### config.mk
export PLATFORM = sky130hd
export DESIGN_NAME = calc_sequencer
export DESIGN_NICKNAME = d
export VERILOG_FILES = /design/src/rtl/calc_sequencer.sv
export SDC_FILE = /design/constraint.sdc
export NUM_CORES = 1
export LEC_CHECK = 0
export CAP_MARGIN = 5
export CORE_MARGIN = 5
export CORE_UTILIZATION = 49
export DETAILED_ROUTE_END_ITERATION = 8
export HOLD_SLACK_MARGIN = 0.1
export PLACE_DENSITY = 0.85
export SLEW_MARGIN = 20
export SYNTH_ARGS = -nofsm -noshare
export SYNTH_HDL_FRONTEND = slang
export SYNTH_SLANG_ARGS = --single-unit
### constraint.sdc
create_clock -name Clk -period 3.1 [get_ports Clk]
set_input_delay 0.62 -clock Clk [delete_from_list [all_inputs] [get_ports Clk]]
set_output_delay 0.62 -clock Clk [all_outputs]
set_load 0.005 [all_outputs]
### src/rtl/calc_sequencer.sv
// calc_sequencer: command FIFO plus a four-state sequencer that drives the
// simple_calculator ports (ALU + 8x8 register file). Each command runs one
// ALU operation with optional writeback. The written register is then read
// back and returned as a response over a valid/ready handshake.
// Optional feature macro: CALC_SEQ_STATUS_EN adds sticky status flags and a
// count of completed responses.
module calc_sequencer #(
   parameter int DEPTH = 4,
   parameter int AW    = 2
) (
   input  logic       Clk,
   input  logic       Rst,
   input  logic       cmd_valid,
   output logic       cmd_ready,
   input  logic [3:0] cmd_op,
   input  logic       cmd_sel,
   input  logic [2:0] cmd_rw,
   input  logic [2:0] cmd_rx,
   input  logic [2:0] cmd_ry,
   input  logic [7:0] cmd_imm,
   input  logic       cmd_wb,
   output logic       rsp_valid,
   input  logic       rsp_ready,
   output logic [7:0] rsp_data,
   output logic       rsp_carry,
   output logic       rsp_err,
   output logic       calc_wen,
   output logic [2:0] calc_rw,
   output logic [2:0] calc_rx,
   output logic [2:0] calc_ry,
   output logic       calc_sel,
   output logic [3:0] calc_ctrl,
   output logic [7:0] calc_datain,
   input  logic [7:0] calc_busy,
   input  logic       calc_carry
`ifdef CALC_SEQ_STATUS_EN
   ,
   input  logic       stat_clr,
   output logic       stat_carry,
   output logic       stat_err,
   output logic [7:0] stat_cnt
`endif
);

   typedef struct packed {
      logic [3:0] op;
      logic       sel;
      logic [2:0] rw;
      logic [2:0] rx;
      logic [2:0] ry;
      logic [7:0] imm;
      logic       wb;
   } cmd_t;

   typedef enum logic [1:0] {IDLE, EXEC, READ, RESP} state_t;

   // Highest Ctrl code the ALU accepts as a legal operation.
   localparam logic [3:0]  LAST_LEGAL_OP = 4'd12;
   localparam logic [AW:0] FULL_CNT      = (AW+1)'(DEPTH);

   cmd_t          fifo_mem [DEPTH];
   logic [AW-1:0] wr_ptr_q, wr_ptr_d;
   logic [AW-1:0] rd_ptr_q, rd_ptr_d;
   logic [AW:0]   count_q, count_d;
   state_t        state_q, state_d;
   cmd_t          cur_q, cur_d;
   logic [7:0]    rsp_data_q, rsp_data_d;
   logic          rsp_carry_q, rsp_carry_d;
   logic          rsp_err_q, rsp_err_d;

   logic full, push, pop, legal, wen_exec;
   cmd_t cmd_in;

   assign cmd_in = '{op: cmd_op, sel: cmd_sel, rw: cmd_rw, rx: cmd_rx,
                     ry: cmd_ry, imm: cmd_imm, wb: cmd_wb};

   // FIFO occupancy and pointer arithmetic; full blocks pushes even if a pop happens
   always_comb begin
      full     = (count_q == FULL_CNT);
      push     = cmd_valid && !full;
      pop      = (state_q == IDLE) && (count_q != '0);
      wr_ptr_d = wr_ptr_q + AW'(push);
      rd_ptr_d = rd_ptr_q + AW'(pop);
      count_d  = count_q + (AW+1)'(push) - (AW+1)'(pop);
   end

   // Command storage; no reset needed since occupancy is tracked by count_q
   always_ff @(posedge Clk) begin
      if (push) begin
         fifo_mem[wr_ptr_q] <= cmd_in;
      end
   end

   // Next-state, current command and response capture
   always_comb begin
      state_d     = state_q;
      cur_d       = cur_q;
      rsp_data_d  = rsp_data_q;
      rsp_carry_d = rsp_carry_q;
      rsp_err_d   = rsp_err_q;
      legal       = (cur_q.op <= LAST_LEGAL_OP);
      wen_exec    = cur_q.wb && legal;
      case (state_q)
         IDLE: begin
            if (pop) begin
               cur_d       = fifo_mem[rd_ptr_q];
               rsp_data_d  = 8'h00;
               rsp_carry_d = 1'b0;
               rsp_err_d   = 1'b0;
               state_d     = EXEC;
            end
         end
         EXEC: begin
            rsp_carry_d = legal ? calc_carry : 1'b0;
            rsp_err_d   = !legal;
            rsp_data_d  = 8'h00;
            state_d     = wen_exec ? READ : RESP;
         end
         READ: begin
            rsp_data_d = calc_busy;
            state_d    = RESP;
         end
         RESP: begin
            if (rsp_ready) begin
               state_d = IDLE;
            end
         end
         default: state_d = IDLE;
      endcase
   end

   // State registers with synchronous reset
   always_ff @(posedge Clk) begin
      if (Rst) begin
         state_q     <= IDLE;
         cur_q       <= '0;
         wr_ptr_q    <= '0;
         rd_ptr_q    <= '0;
         count_q     <= '0;
         rsp_data_q  <= 8'h00;
         rsp_carry_q <= 1'b0;
         rsp_err_q   <= 1'b0;
      end else begin
         state_q     <= state_d;
         cur_q       <= cur_d;
         wr_ptr_q    <= wr_ptr_d;
         rd_ptr_q    <= rd_ptr_d;
         count_q     <= count_d;
         rsp_data_q  <= rsp_data_d;
         rsp_carry_q <= rsp_carry_d;
         rsp_err_q   <= rsp_err_d;
      end
   end

   // Calculator drive; write enable and response valid are masked during reset
   // so a command interrupted mid-EXEC never writes and never responds
   always_comb begin
      cmd_ready   = !full;
      calc_wen    = (state_q == EXEC) && wen_exec && !Rst;
      calc_rw     = cur_q.rw;
      calc_rx     = cur_q.rx;
      calc_ry     = (state_q == READ) ? cur_q.rw : cur_q.ry;
      calc_sel    = cur_q.sel;
      calc_ctrl   = cur_q.op;
      calc_datain = cur_q.imm;
      rsp_valid   = (state_q == RESP) && !Rst;
      rsp_data    = rsp_data_q;
      rsp_carry   = rsp_carry_q;
      rsp_err     = rsp_err_q;
   end

`ifdef CALC_SEQ_STATUS_EN
   logic       stat_carry_q, stat_carry_d;
   logic       stat_err_q, stat_err_d;
   logic [7:0] stat_cnt_q, stat_cnt_d;

   // Sticky flags and response count; a clear beats a same-cycle handshake
   always_comb begin
      stat_carry_d = stat_carry_q;
      stat_err_d   = stat_err_q;
      stat_cnt_d   = stat_cnt_q;
      if (stat_clr) begin
         stat_carry_d = 1'b0;
         stat_err_d   = 1'b0;
         stat_cnt_d   = 8'h00;
      end else if (rsp_valid && rsp_ready) begin
         stat_carry_d = stat_carry_q | rsp_carry_q;
         stat_err_d   = stat_err_q | rsp_err_q;
         stat_cnt_d   = stat_cnt_q + 8'd1;
      end
   end

   // Status registers
   always_ff @(posedge Clk) begin
      if (Rst) begin
         stat_carry_q <= 1'b0;
         stat_err_q   <= 1'b0;
         stat_cnt_q   <= 8'h00;
      end else begin
         stat_carry_q <= stat_carry_d;
         stat_err_q   <= stat_err_d;
         stat_cnt_q   <= stat_cnt_d;
      end
   end

   assign stat_carry = stat_carry_q;
   assign stat_err   = stat_err_q;
   assign stat_cnt   = stat_cnt_q;
`endif

endmodule

Word-level counts from Yosys, hierarchy flattened --
Memory sizes are Yosys's and may differ from the RTL's. A register that Yosys moved wholly into a read port is not among the register bits. Index checks and enable logic that the tools add are counted.
Word-level totals: register bits 19, memory bits (writable) 92, input port bits 36, output and inout port bits 35, memories kept 1
Cells by class: $add $sub $neg 4, $lt $le $gt $ge 1, equality and inequality tests 6, multiplexer cells 13, reduce and logical (&&, ||, !) cells 17
Memory list:
- fifo_mem | words 4, width 23, rd ports 1, clocked after Yosys merged registers in 1, wr ports 1, line 61 | cmd_t fifo_mem [DEPTH];
Operator list (number):
- $pmux 8 s3 | 1
- $mux 8 | 1
- $pmux 2 s4 | 1
- $reduce_and 2->1 | 4
- $logic_and 1x1->1 | 6
- $reduce_bool 3->1 | 2
- $mux 1 | 5
- $add 2x1->2 | 2
- $eq 2x2->1 const B | 2
- $le 4x4->1 const B | 1
- $mux 2 | 2
- $ne 2x2->1 const B | 2
- $pmux 1 s2 | 2
- $add 3x1->3 | 1
- $eq 3x3->1 const B | 1
- $logic_not 1->1 | 3
- $mux 3 | 1
- $sub 3x1->3 | 1
- $eq 2x1->1 const B | 1
- $logic_not 2->1 | 1
- $reduce_bool 2->1 | 1

Logic depth before layout (Yosys ltp) --
Gate-level depths: netlist (run 1).
word-level depth 5, gate-level depth with buffers 10

Worst setup path before layout (run 1) --
No wires, ideal clock.
path type register to register, from reg count_q[1], to mem fifo_mem[1][0] (netlist name), enable pin, setup time 437 ps, arrival time 2524 ps, data required time 2663 ps, slack 139 ps, cell stages (with the launch flop) 4, cells stage by stage dfxtp_1 > or3b_1 > nand2_2 > nor3b_1
On the way: cells in the longest elaborated chain, start to end 5
RTL lines:
- start: declaration | line 64 | logic [AW:0] count_q, count_d;
- start signal: assignment | line 148 | count_q <= count_d;
- $eq 3x3->1 | line 79 | full = (count_q == FULL_CNT);
- $logic_not 1->1
- net cmd_ready | line 14 | output logic cmd_ready,
- $logic_and 1x1->1 | line 80 | push = cmd_valid && !full;
- $mux 1 | line 89 | if (push) begin
- $mux 1 (not written as such) | line 90 | fifo_mem[wr_ptr_q] <= cmd_in;
- end: declaration | line 61
The timed path passes the listed nets, and every way through them passes these cells.

Worst setup path after layout (run 1) --
from reg state_q[0], to out calc_ry[1]
On the way: cells in the longest elaborated chain, start to end 2
RTL lines:
- start: declaration | line 65 | state_t state_q, state_d;
- start signal: assignment | line 144 | state_q <= state_d;
- $eq 2x2->1 | line 162 | calc_ry = (state_q == READ) ? cur_q.rw : cur_q.ry;
- $mux 3 | line 162
- end: declaration | line 30 | output logic [2:0] calc_ry,
Every way passes these cells.

==> Flow_metrics.wiki, run 1 <==
{| class="wikitable"
! Metric !! Value
|-
| Run status || complete, no violations
|-
| Worst endpoint data arrival time || 2260 ps
|-
| Min Clock Period, post-route || 2880 ps
|-
| GRT Util Overall || 16.3%
|-
| Clock tree from TritonCTS || done
|-
| Top layer used by detailed routing || met4
|-
| Worst Tran Pin Value || 876 ps
|-
| Startpoint kind of the worst setup timing path || flip-flop
|-
| Post-CTS Resized || 0
|-
| Share of total power in the clock network || 33.1%
|-
| Leading cell types by total area after synthesis || edfxtp_1 (53%), dfxtp_1 (16%), mux4_2 (10%), a22o_1 (3.9%), buf_4 (2.9%)
|-
| CTS max path bufs || 2
|-
| Synthesis warning total || 0
|-
| Most frequent cell after synthesis || edfxtp_1
|-
| Worst Path Required || 2480 ps
|-
| Aggregate routed wire length || 9.83 mm
|-
| Capture point of the worst path || calc_ry[1]
|-
| Total instance count after detailed placement || 483
|-
| Sequential share of power || 43.4%
|-
| Share of total power in combinational logic || 23.4%
|-
| Power density of the placed cells || 887 nW/µm²
|-
| Vertical extent of the die || 113 µm
|-
| Worst setup path startpoint || state_q[0]$_SDFFE_PP0P_
|-
| Most frequently used flop master after synthesis || edfxtp_1
|-
| Horizontal die dimension || 113 µm
|-
| I/O Buffers || 70
|-
| Accumulated negative setup slack || 0 ps
|-
| Worst slack on hold paths || 478 ps
|-
| Setup violators final || 0
|-
| Adder-cell share of the synthesized area || 2.31%
|-
| Number of nets in the layout || 411
|-
| Reg2Reg Depth || 10
|-
| Routability congestion estimate || 0.755
|-
| Top cell types by occurrence after synthesis || edfxtp_1 (92), dfxtp_1 (42), a22o_1 (23), mux4_2 (23), buf_4 (20)
|-
| Worst supply voltage drop on vdd || 0.000553 V
|-
| Clock transition at the register clock pins on the worst setup and hold paths after CTS || 60 ps
|-
| Root Driver || clkbuf_8
|-
| Part of the Yosys area used for sequential elements || 69.4%
|-
| Fin crit share || 92.9%
|-
| Number of CTS-inserted buffers || 17
|-
| Reg-to-reg endpoint || count_q[2]$_SDFF_PP0_
|-
| Setup Fix Bufs, Post-CTS || 0
|-
| Int Power || 4110 µW
|-
| Xor/xnor share of the synthesized area || 0.843%
|-
| Number of antenna violations at the first check in global routing || 0
|-
| Vias after detailed routing || 2,845
|-
| Detail Route met3 WL || 616 µm
|-
| Number of synthesized register bits || 134
|-
| Routed Antenna Nets || 0
|-
| Netlist Area Pre-Place || 5190 µm²
|-
| Max-cap viol count || 0
|-
| Synth Area in Compound Gates || 7.18%
|-
| Pin count of the biggest net entering global routing || 25
|-
| CTS HTree Levels || 4
|-
| Count of hold buffers inserted by post-cts repair || 0
|-
| Worst setup path category || reg2out
|-
| Total area of sequential cells || 3600 µm²
|-
| Metal-1 WL || 4.09 mm
|-
| Final-report hold violation count || 0
|-
| Per-cell via count in the routed design || 5.52
|-
| Net Sw Frac || 28.6%
|-
| Core Region || 10,300 µm²
|-
| Initial DRT Pass Iterations || 5
|-
| Post-detailed-placement half-perimeter wirelength || 6.03 mm
|-
| Layout Area Growth over Synthesis || 25.1%
|-
| Internal reg-to-reg setup slack || 740 ps
|-
| Peak fanout along the critical path || 11
|-
| Drt first-iter violations || 209
|-
| Clk Latency, worst-skew pair || 510 ps
|-
| Unrepaired setup endpoints after global routing || no
|-
| Category of the worst setup path capture point || output port
|-
| Max Fclk || 0.347 GHz
|-
| Initial Utilization || 50.3%
|-
| Routed length per instance || 19.1 µm
|-
| Headroom to the max-slew limit || 41.6%
|-
| Gate count of the mapped netlist || 302
|-
| Type of the most critical hold path || reg2reg
|-
| Fraction of layout cells with a size suffix above 1 || 20.6%
|-
| # fillers || 705
|-
| Net switching power figure || 1650 µW
|-
| Share of synthesized area spent on multiplexers || 10.6%
|-
| Yosys cell types || 39
|-
| Number of DRC violations after detailed routing || 0
|-
| Leakage || 0.00222 µW
|-
| Post-Synth Simple-Gate Area || 4.84%
|-
| Post-synth ARST share || 0%
|-
| Finished Layout Cells || 515
|-
| Number of flops mapped to enable cells by yosys || 92
|-
| Largest family of logic cells by synthesized area || multiplexers
|-
| Final Max Tran Viols || 0
|-
| Sum of overflow across all layers after global routing || 0
|-
| Layout Skew || 5.76 ps
|-
| Area occupied by multi-input gates || 1360 µm²
|-
| Die Footprint || 12,800 µm²
|-
| Mean post-synth cell area || 17.2 µm²
|-
| Total nets after synthesis || 347
|-
| Post-layout util || 62.9%
|-
| Number of placed I/O pins || 71
|-
| Post-synth top area share || 53.2%
|-
| Top cell type by total area after synthesis || edfxtp_1
|-
| Sinks on the clock net || 134
|-
| Antenna Cells || 0
|-
| Beginning of the worst register-to-register path || count_q[2]$_SDFF_PP0_
|-
| Total number of placement rows || 37
|-
| Via count of the first global-routing pass || 2,949
|-
| Met2 routed wirelength || 5.01 mm
|-
| Global-route wire length before repair || 15.8 mm
|}
-- flip-flops by register name, summed over array words and instances, names as in the netlist --
signal       count
count_q          3
calc_sel         1
rsp_err          1
calc_rx          3
state_q          2
cur_q            4
calc_rw          3
fifo_mem        92
wr_ptr_q         2
calc_datain      8
rsp_carry        1
rsp_data         8
rd_ptr_q         2
calc_ctrl        4
-- through the flow --
step	setup slack (ps)	instance area, µm²	total power [µW]
6_report	219	6500	5760
4_1_cts	45.2	6490	5830
2_1_floorplan	139	5190	3440
5_1_grt	120	6500	6050
3_5_place_dp	495	5920	3890
3_3_place_gp	530	5920	3850
-- worst max-delay path: stages, from the launching register on --
cell and delay, ps:
dfxtp_1 340, inv_1 150, ha_2 400, mux2_2 390
clkdlybuf4s50_1 460
-- cells by family after synthesis --
kind of cell	count (synthesis)
DFF	134
muxes	26
and+or+nand+nor	38
buffers and inverters	39
adders and majority gates	9
AOI/OAI and AO/OA	51
xor gates and xnor gates	5
-- metal layers --
metal  track usage, %  up-vias
met2             27.6      100
li1                 -     1302
met5                0        -
met3             5.56       11
met1             19.8     1432
met4             5.29        0
-- how the worst min path moves through the flow --
stage	start	to	cells past startpoint
2_1_floorplan	calc_datain[1]$_SDFFE_PP0P_	calc_datain[1]$_SDFFE_PP0P_	1
5_1_grt	rsp_err$_SDFFE_PP0P_	rsp_err$_SDFFE_PP0P_	2
6_report	rsp_err$_SDFFE_PP0P_	rsp_err$_SDFFE_PP0P_	2
4_1_cts	rsp_err$_SDFFE_PP0P_	rsp_err$_SDFFE_PP0P_	2
3_3_place_gp	calc_datain[1]$_SDFFE_PP0P_	calc_datain[1]$_SDFFE_PP0P_	1
3_5_place_dp	calc_datain[1]$_SDFFE_PP0P_	calc_datain[1]$_SDFFE_PP0P_	1
-- power by group through the flow --
stage | Sequential [µW] | Clock [µW] | Combinational, µW
after floorplan | 2410 | 0 | 1030
after global placement | 2530 | 0 | 1320
after detailed placement | 2540 | 0 | 1350
after CTS | 2510 | 1940 | 1370
after global routing | 2550 | 2030 | 1460
final | 2500 | 1910 | 1350
-- placed cells by master, fill, tap and decap left out, types with 2 or more instances in the layout --
cell | synthesis | routed
o21ai_1 | 6 | 6
nor3b_2 | 0 | 2
ha_1 | 8 | 7
nor3_1 | 3 | 2
a21oi_1 | 11 | 11
inv_6 | 0 | 7
edfxtp_1 | 92 | 92
xnor2_1 | 2 | 2
nor2b_1 | 4 | 4
mux4_2 | 23 | 23
a22o_1 | 23 | 23
buf_4 | 20 | 9
nand4b_1 | 9 | 9
o21ai_0 | 6 | 6
clkbuf_16 | 0 | 16
nor2_1 | 9 | 8
xor2_1 | 3 | 3
clkinv_4 | 0 | 2
inv_1 | 4 | 4
clkdlybuf4s50_1 | 0 | 70
mux2_2 | 3 | 3
inv_8 | 0 | 2
dfxtp_1 | 42 | 41
-- cell type report --
class,instances,share of cell area (%)
inverters,5,0.289
clock inverters,15,2.47
well taps,136,2.62
clock buffers,17,6.38
flip-flops and latches,134,55.5
multi-input cells,129,20.9
repair buffers,79,11.8
Note: power is estimated with default switching activity, not from simulation.
==> run 2: changes to the inputs <==
GPL_TIMING_DRIVEN = 0   (was not set)
==> run 2 against run 1 <==
  * Cell area rose by 5.0%
  * Register-to-register slack got worse by 60 ps
  * Clock skew rose by 4.8 ps
  * Sequential share of layout area fell by 2.7 points
  * First-iteration DRC count rose by 28%
  * Non-clock buffer count rose by 34
  * Clock-buffer cell count rose by 3
  * Maximum frequency fell by 3.3%
  * Critical path type unchanged
  * Critical endpoint unchanged
  * Highest routed layer unchanged
==> Flow_metrics.wiki, run 2 (synthesized netlist as in run 1, its figures left out) <==
{| class="wikitable"
! Metric !! Value
|-
| Routed length per instance || 20.0 µm
|-
| Number of antenna violations at the first check in global routing || 0
|-
| Commonest non-fill, non-tap cells in the layout || edfxtp_1 (92), clkdlybuf4s50_1 (70), dfxtp_1 (42), buf_4 (26)
|-
| Worst endpoint data arrival time || 2360 ps
|-
| Vertical extent of the die || 113 µm
|-
| Leakage || 0.00242 µW
|-
| Area occupied by multi-input gates || 1360 µm²
|-
| Min Clock Period, post-route || 2980 ps
|-
| Total instance count after detailed placement || 517
|-
| Final Max Tran Viols || 0
|-
| Number of DRC violations after detailed routing || 0
|-
| Internal reg-to-reg setup slack || 680 ps
|-
| Reg-to-reg endpoint || count_q[2]$_SDFF_PP0_
|-
| Die Footprint || 12,800 µm²
|-
| GRT Util Overall || 18.2%
|-
| Reg with most FFs || fifo_mem
|-
| Clock transition at the register clock pins on the worst setup and hold paths after CTS || 60 ps
|-
| Setup Fix Bufs, Post-CTS || 0
|-
| Via count of the first global-routing pass || 3,164
|-
| Count of hold buffers inserted by post-cts repair || 0
|-
| Int Power || 4680 µW
|-
| Share of total power in the clock network || 35.0%
|-
| Max-cap viol count || 0
|-
| Net Sw Frac || 26.1%
|-
| Layout Area Growth over Synthesis || 31.3%
|-
| Reg2Reg Depth || 10
|-
| Horizontal die dimension || 113 µm
|-
| Worst Path Required || 2480 ps
|-
| Commonest non-fill, non-tap cell in the layout || edfxtp_1
|-
| # fillers || 670
|-
| Largest delay share family, worst path || buffers and inverters
|-
| CTS max path bufs || 2
|-
| Per-cell via count in the routed design || 5.49
|-
| Routability congestion estimate || 0.803
|-
| Layout Skew || 10.6 ps
|-
| Critical path buffers and inverters || 3
|-
| Hold EP || rsp_data[2]$_SDFFE_PP0P_
|-
| Beginning of the worst register-to-register path || count_q[2]$_SDFF_PP0_
|-
| Sum of overflow across all layers after global routing || 0
|-
| Total number of placement rows || 37
|-
| Fin crit share || 96.1%
|-
| Worst Tran Pin Value || 747 ps
|-
| Power density of the placed cells || 929 nW/µm²
|-
| Worst setup path category || reg2out
|-
| Fraction of layout cells with a size suffix above 1 || 24.7%
|-
| Initial Utilization || 50.3%
|-
| Root Driver || clkbuf_8
|-
| I/O Buffers || 70
|-
| Category of the worst setup path capture point || output port
|-
| Initial DRT Pass Iterations || 4
|-
| Worst hold stages || 2
|-
| Finished Layout Cells || 549
|-
| Max Fclk || 0.336 GHz
|-
| Sinks on the clock net || 134
|-
| Aggregate routed wire length || 11.0 mm
|-
| Share of total power in combinational logic || 26.4%
|-
| Vias after detailed routing || 3,012
|-
| Final-report hold violation count || 0
|-
| Unrepaired setup endpoints after global routing || no
|-
| Post-CTS Resized || 1
|-
| Post-detailed-placement half-perimeter wirelength || 7.10 mm
|-
| Type of the most critical hold path || reg2reg
|-
| Sequential share of power || 38.6%
|-
| Antenna Cells || 0
|-
| Run status || complete, no violations
|-
| Number of flip-flops in the largest register || 92
|-
| CTS HTree Levels || 4
|-
| Setup violators final || 0
|-
| Delay contributed by the slowest stage of the critical path || 470 ps
|-
| Number of placed I/O pins || 71
|-
| Number of CTS-inserted buffers || 17
|-
| Crit path max-delay cell type || clkdlybuf4s50_1
|-
| Net switching power figure || 1650 µW
|-
| Worst supply voltage drop on vdd || 0.000492 V
|-
| Global-route wire length before repair || 17.5 mm
|-
| Headroom to the max-slew limit || 50.2%
|-
| Peak fanout along the critical path || 10
|-
| Clock tree from TritonCTS || done
|-
| Startpoint kind of the worst setup timing path || flip-flop
|-
| Number of nets in the layout || 445
|-
| Routed Antenna Nets || 0
|-
| Origin of the worst min-delay path || rsp_data[2]$_SDFFE_PP0P_
|-
| Core Region || 10,300 µm²
|-
| Drt first-iter violations || 267
|-
| Ordered list of cells on the worst path || inv_1 > ha_1 > clkbuf_2 > mux2_2 > clkdlybuf4s50_1
|-
| Worst slack on hold paths || 474 ps
|-
| Total area of sequential cells || 3600 µm²
|-
| Pin count of the biggest net entering global routing || 24
|-
| Clk Latency, worst-skew pair || 520 ps
|}
## run 2: cell count changes in the layout (fill, tap and decap cells not counted), moves of 2 or more
cell and change:
buf_6 +6, inv_8 -2, inv_6 -6, clkbuf_1 +7, bufinv_16 +5, buf_2 +5, buf_4 +17
## run 2: layout make-up
type                            count  share of cell area (%)
Buffer                             34                    3.41
Clock buffer                       20                    6.38
Clock inverter                     12                    3.28
Inverter                            5                   0.275
Multi-Input combinational cell    129                    19.9
Sequential cell                   134                    52.8
Tap cell                          136                    2.49
Timing Repair Buffer               79                    11.4
## run 2: how the worst max path moves through the flow
stage                                     to  cells after the start  slack, ps                     from
floorplan           fifo_mem[1][0]$_DFFE_PP_                      3        140    count_q[1]$_SDFF_PP0_
global placement    fifo_mem[1][8]$_DFFE_PP_                      3      -1510                cmd_valid
detailed placement                  calc_wen                      4        280                      Rst
CTS                               calc_ry[1]                      5        100  state_q[0]$_SDFFE_PP0P_
global route                      calc_ry[1]                      5         60  state_q[0]$_SDFFE_PP0P_
finish                            calc_ry[1]                      5        120  state_q[0]$_SDFFE_PP0P_
## run 2: metrics by stage
step	worst slack [ps]	TNS, ps	instance area [µm²]	utilization [%]	power, µW
2_1_floorplan	139	0	5190	-	3440
3_3_place_gp	-1510	-99060	6060	58.7	4030
3_5_place_dp	279	0	6160	59.7	4130
4_1_cts	98.0	0	6820	66.1	6390
5_1_grt	55.2	0	6820	66.1	6610
6_report	120	0	6820	66.1	6340
## run 2: per-layer routing
layer | wire length, µm | global-route usage [%] | share of wire (%) | vias to the layer above
li1 | - | - | - | 1371
met2 | 5680 | 30.7 | 52 | 134
met1 | 4430 | 22.3 | 40 | 1495
met4 | 155 | 6.41 | 1.4 | 0
met5 | 0 | 0 | 0 | -
met3 | 702 | 5.51 | 6.4 | 12
## run 2: worst min-delay path, stage by stage (launching register included)
cell	delay (ps)
dfxtp_1	300
o21ai_1	60
a21oi_1	60
## run 2: power by group through the flow
stage | clock network (µW) | logic [µW] | registers (µW)
after CTS | 2250 | 1700 | 2440
after floorplan | 0 | 1030 | 2410
after detailed placement | 0 | 1670 | 2460
after global routing | 2330 | 1810 | 2470
after global placement | 0 | 1570 | 2450
final | 2220 | 1670 | 2440
==> run 3: changes to the inputs <==
SETUP_SLACK_MARGIN = 0.02   (was not set)
TNS_END_PERCENT = 20   (was not set)
==> results of run 3 <==
No change in the layout: final DEF, timing and power equal those of run 2.
